## config.mk

```make
export PLATFORM = sky130hd
export DESIGN_NAME = timer_event_logger
export DESIGN_NICKNAME = d
export VERILOG_FILES = /design/src/rtl/timer_event_logger.sv
export SDC_FILE = /design/constraint.sdc
export NUM_CORES = 1
export LEC_CHECK = 0
export ABC_CLOCK_PERIOD_IN_PS = 12200
export BUFFER_PORTS_ARGS = -buffer_cell sky130_fd_sc_hd__buf_4
export CELL_PAD_IN_SITES_DETAIL_PLACEMENT = 2
export CELL_PAD_IN_SITES_GLOBAL_PLACEMENT = 2
export CORE_MARGIN = 5
export CORE_UTILIZATION = 50
export CTS_BUF_LIST = sky130_fd_sc_hd__clkbuf_2
export DETAILED_ROUTE_END_ITERATION = 10
export PLACE_DENSITY = 0.88
export RECOVER_POWER = 25
export SLEW_MARGIN = 40
export SYNTH_ARGS = -nofsm -noshare
export SYNTH_HDL_FRONTEND = slang
export SYNTH_SLANG_ARGS = --single-unit
```

## constraint.sdc

```tcl
create_clock -name clk -period 12.2 [get_ports clk]
set_input_delay 3.66 -clock clk [delete_from_list [all_inputs] [get_ports clk]]
set_output_delay 3.66 -clock clk [all_outputs]
set_load 0.01 [all_outputs]
```

## src/rtl/timer_event_logger.sv

```systemverilog
// Captures timer capture/alarm rising edges, tags them and queues them in a show-ahead FIFO.
// Define TIMER_EVT_TIMESTAMP_EN to store a per-entry timestamp on evt_stamp.
module timer_event_logger #(
  parameter int DEPTH  = 8,
  parameter int DROP_W = 16
) (
  input  logic                     clk,
  input  logic                     rst,
  input  logic                     flush,
  input  logic                     capture,
  input  logic [31:0]              counter,
  input  logic                     alarm_out,
  input  logic [31:0]              alarm,
  output logic                     evt_valid,
  input  logic                     evt_ready,
  output logic [1:0]               evt_type,
  output logic [31:0]              evt_data,
  output logic [31:0]              evt_stamp,
  output logic [$clog2(DEPTH):0]   fill,
  output logic [DROP_W-1:0]        drop_cnt
);

  localparam int AW = $clog2(DEPTH);
  localparam logic [1:0] TYPE_CAPTURE = 2'b01;
  localparam logic [1:0] TYPE_ALARM   = 2'b10;

  logic              r_cap_d, r_alm_d;
  logic              r_cap_pend, r_alm_pend;
  logic [31:0]       r_cap_data, r_alm_data;
  logic [AW:0]       r_wr_ptr, r_rd_ptr;
  logic [DROP_W-1:0] r_drop;

  logic [1:0]        r_mem_type [DEPTH];
  logic [31:0]       r_mem_data [DEPTH];

  logic              w_cap_rise, w_alm_rise;
  logic              w_empty, w_full, w_pop, w_can_write;
  logic              w_wr_cap, w_wr_alm, w_push;
  logic              w_cap_drop, w_alm_drop;
  logic [1:0]        w_drops;
  logic [DROP_W:0]   w_drop_sum;
  logic [AW-1:0]     w_rd_idx, w_wr_idx;

  assign w_cap_rise  = capture & ~r_cap_d;
  assign w_alm_rise  = alarm_out & ~r_alm_d;

  assign w_empty     = (r_wr_ptr == r_rd_ptr);
  assign w_full      = (r_wr_ptr[AW] != r_rd_ptr[AW]) &&
                       (r_wr_ptr[AW-1:0] == r_rd_ptr[AW-1:0]);
  assign w_pop       = ~flush & ~w_empty & evt_ready;
  assign w_can_write = ~flush & (~w_full | w_pop);

  // Capture wins the single write port; alarm waits a cycle behind it.
  assign w_wr_cap    = r_cap_pend & w_can_write;
  assign w_wr_alm    = r_alm_pend & ~r_cap_pend & w_can_write;
  assign w_push      = w_wr_cap | w_wr_alm;

  // A rise is lost only if the source's slot is occupied and not draining this cycle.
  assign w_cap_drop  = ~flush & w_cap_rise & r_cap_pend & ~w_wr_cap;
  assign w_alm_drop  = ~flush & w_alm_rise & r_alm_pend & ~w_wr_alm;
  assign w_drops     = {1'b0, w_cap_drop} + {1'b0, w_alm_drop};
  assign w_drop_sum  = {1'b0, r_drop} + {{(DROP_W-1){1'b0}}, w_drops};

  assign w_rd_idx    = r_rd_ptr[AW-1:0];
  assign w_wr_idx    = r_wr_ptr[AW-1:0];

  // NOTE: sequential state uses non-blocking assignments so every register samples pre-edge values.
  always_ff @(posedge clk or posedge rst) begin
    if (rst) begin
      r_cap_d    <= 1'b1;
      r_alm_d    <= 1'b1;
      r_cap_pend <= 1'b0;
      r_alm_pend <= 1'b0;
      r_cap_data <= '0;
      r_alm_data <= '0;
      r_wr_ptr   <= '0;
      r_rd_ptr   <= '0;
      r_drop     <= '0;
    end else begin
      r_cap_d <= capture;
      r_alm_d <= alarm_out;
      r_drop  <= w_drop_sum[DROP_W] ? {DROP_W{1'b1}} : w_drop_sum[DROP_W-1:0];
      if (flush) begin
        r_cap_pend <= 1'b0;
        r_alm_pend <= 1'b0;
        r_wr_ptr   <= '0;
        r_rd_ptr   <= '0;
      end else begin
        if (w_cap_rise && (!r_cap_pend || w_wr_cap)) begin
          r_cap_pend <= 1'b1;
          r_cap_data <= counter;
        end else if (w_wr_cap) begin
          r_cap_pend <= 1'b0;
        end
        if (w_alm_rise && (!r_alm_pend || w_wr_alm)) begin
          r_alm_pend <= 1'b1;
          r_alm_data <= alarm;
        end else if (w_wr_alm) begin
          r_alm_pend <= 1'b0;
        end
        if (w_push) r_wr_ptr <= r_wr_ptr + 1'b1;
        if (w_pop)  r_rd_ptr <= r_rd_ptr + 1'b1;
      end
    end
  end

  // NOTE: FIFO storage has no reset; entries are only visible between valid pointers, and outputs are gated when empty.
  always_ff @(posedge clk) begin
    if (w_push) begin
      r_mem_type[w_wr_idx] <= w_wr_cap ? TYPE_CAPTURE : TYPE_ALARM;
      r_mem_data[w_wr_idx] <= w_wr_cap ? r_cap_data : r_alm_data;
    end
  end

`ifdef TIMER_EVT_TIMESTAMP_EN
  logic [31:0] r_cap_stamp, r_alm_stamp;
  logic [31:0] r_mem_stamp [DEPTH];

  always_ff @(posedge clk or posedge rst) begin
    if (rst) begin
      r_cap_stamp <= '0;
      r_alm_stamp <= '0;
    end else if (!flush) begin
      if (w_cap_rise && (!r_cap_pend || w_wr_cap)) r_cap_stamp <= counter;
      if (w_alm_rise && (!r_alm_pend || w_wr_alm)) r_alm_stamp <= counter;
    end
  end

  always_ff @(posedge clk) begin
    if (w_push) r_mem_stamp[w_wr_idx] <= w_wr_cap ? r_cap_stamp : r_alm_stamp;
  end

  assign evt_stamp = w_empty ? '0 : r_mem_stamp[w_rd_idx];
`else
  assign evt_stamp = '0;
`endif

  assign evt_valid = ~w_empty;
  assign evt_type  = w_empty ? 2'b00 : r_mem_type[w_rd_idx];
  assign evt_data  = w_empty ? 32'd0 : r_mem_data[w_rd_idx];
  assign fill      = r_wr_ptr - r_rd_ptr;
  assign drop_cnt  = r_drop;

endmodule

```

==> metrics.txt <==
fin. max-slew vios=193; CTS sink count=364; reg2reg end=r_mem_type[0][0]$_DFFE_PP_; relative slew slack=-230.4%; IO Pins=157; Yosys reg bits=364; drt first pass iters=4; Max Root-Sink Buffers=3; WL per Instance=30.46 um; sequential area share after synthesis=70.57%; commonest non-fill, non-tap cell in the layout=edfxtp_1; fmax=115.2 MHz; violated checks=max-capacitance violations, max-slew violations; critical path fanouts, max=76; share of the cycle needed by the critical path after routing=71.14%; first-pass GRT wire length=64300 um; vias in the first global route=9659; critical path startpoint category=input pin; Leak=6.461 nW; arrival time worst endpoint=7.80 ns; Fillers=2607; Syn Inst Count=770; Worst-path clk slew=0.11 ns; DRC=0; worst vdd ir=71.31 uV; GRT Overall Usage=26.58%; min Tclk post-route=8.679 ns; R2R depth=6; Yosys Warn Count=0; Max Cap Violations=6; Worst Skew=0.09904 ns; area of the multi-input gates=4011 um^2; Slew @ Worst Pin=4.956 ns; die outline area=33230 um^2; DR iter-0 viols=674; Clock Latency Late Sink=0.91 ns; number of port buffers=124; Post-synth top flop=edfxtp_1; CTS tree=built; Post-Route WL=43870 um; row cnt=63; H-Tree Depth=3; clock root cell=clkbuf_2; post-cts sizing count=0; largest net degree at the start of global routing=77; Syn Area/Cell=19.27 um^2; setup TNS=0 ns; nets@finish=1047; Vias/cell=5.705; Synth async-reset ratio=25.27%; Tot Pwr=0.002794 W; via count=8215; GPL Wtd Cong=0.7211; synth-to-layout area growth=14.41%; synthesized area=14840 um^2; Worst Setup Path Type=in2async; R2R setup slack=6.67 ns; initial antenna violation count=1; Worst Min Path Start=r_alm_data[9]$_DFFE_PP0P_; final hold violations=0; Reg area=10480 um^2; cts bufs inserted=91; commonest cells after routing, fill and taps aside=edfxtp_1 (272), clkbuf_2 (133), buf_4 (129); post-DP HPWL=26260 um; unrepaired setup endpoints after global routing=no; gr ovfl total=0; pwr dens=164.6 nW/um^2; layout cells sized above 1=42.94%; Unique masters post-synth=48; antenna-violating nets left=0; worst min path class=reg2reg; outcome=finished, violations left; number of post-CTS setup repair buffers=0; RR Startpoint=r_rd_ptr[0]$_DFFE_PP0P_; worst path required time=11.32 ns; die width=182.3 um; hold path depth=1; Core ar.=29480 um^2; Worst Hold Endpoint=r_alm_data[9]$_DFFE_PP0P_; Post-synth EDFFs=272; final setup vio count=0; Chip Height=182.3 um; Initial Util=50.34%; Worst setup EP type=async pin; hold buffers post-CTS=0
==> registers in the layout, summed over array words and instances, names as in the netlist <==
register and cells:
r_alm_d 1, r_alm_data 32, r_rd_ptr 4, drop_cnt 16, r_wr_ptr 4, r_mem_data 256, r_mem_type 16, r_cap_data 32
r_cap_pend 1, r_alm_pend 1, r_cap_d 1
==> Yosys cell counts, drive strengths merged, types with 4 or more instances <==
master,count,area [um^2]
nand2,21,78.83
buf,54,401.6
mux4,68,1531
mux2,98,1209
a22o,34,297.8
dfrtp,90,2252
ha,6,75.07
o21ai,5,25.02
nor2,15,58.81
clkbuf,17,63.81
nor4,4,25.02
nor3,4,20.02
nand4,5,31.28
xor2,12,105.1
nand3,8,40.04
inv,13,48.80
edfxtp,272,8168
xnor2,7,68.82
a21oi,4,20.02
==> cell families (layout without fill, tap and decap cells) <==
kind of cell    Yosys count  count (layout)  share of synthesized area (%)
buf+inv                  84             331                          3.465
other cells               1              34                        0.02527
xor+xnor                 19              19                          1.172
simple gates             73              73                          2.496
mux                     168             168                          18.60
compound gates           53              53                          2.900
flops                   364             364                          70.57
fa+ha+maj                 8               8                         0.7756
==> layer usage <==
| layer | share of wire, % | track usage, % |
|---|---|---|
| met1 | 38 | 31.26 |
| met2 | 55 | 47.65 |
| met3 | 4.4 | 5.242 |
| met4 | 3.3 | 11.38 |
| met5 | 0 | 0 |
==> stage by stage <==
step                      std cells  area [um^2]  hold slack (ns)  util (%)  setup slack (ns)
final                          1440        16980           0.5216     57.59             3.521
after global routing           1440        16980           0.5383     57.59             2.638
after global placement         1261        16130           0.4848     54.71             5.447
after detailed placement       1266        16220           0.4955     55.03             5.681
after CTS                      1438        17080           0.5185     57.94             4.693
after floorplan                 801        14960           0.4750         -             4.247
==> power by group <==
| group | leakage, nW | switching, W | internal [W] | total, W |
|---|---|---|---|---|
| clock | 0.645 | 0.000532 | 0.000319 | 0.000850 |
| combinational | 2.22 | 0.000238 | 0.000224 | 0.000461 |
| sequential | 3.59 | 0.0000535 | 0.00143 | 0.00148 |
| total | 6.46 | 0.000823 | 0.00197 | 0.00279 |
==> how the worst max path moves through the flow <==
| stage | startpoint | endpoint | slack (ns) |
|---|---|---|---|
| after floorplan | flush | r_mem_data[0][0]$_DFFE_PP_ | 4.25 |
| after global placement | r_rd_ptr[1]$_DFFE_PP0P_ | evt_data[16] | 5.45 |
| after detailed placement | evt_ready | drop_cnt[3]$_DFF_PP0_ | 5.68 |
| after CTS | r_rd_ptr[0]$_DFFE_PP0P_ | evt_data[16] | 4.69 |
| after global routing | rst | r_rd_ptr[1]$_DFFE_PP0P_ | 2.64 |
| final | rst | r_rd_ptr[1]$_DFFE_PP0P_ | 3.52 |
==> critical path, stage by stage <==
cell and delay (ns):
clkbuf_1 0.09, clkinvlp_2 0.49, clkbuf_1 3.51
==> cell type report <==
cell class	instances	share of cell area, %
multi-input combinational	353	23.63
clock buffer	133	3.920
inverter	13	0.2948
timing repair buffer	146	6.404
clock inverter	39	1.127
sequential	364	61.72
tap	390	2.874
antenna	2	0.02948
(Power assumes the default switching activity.)
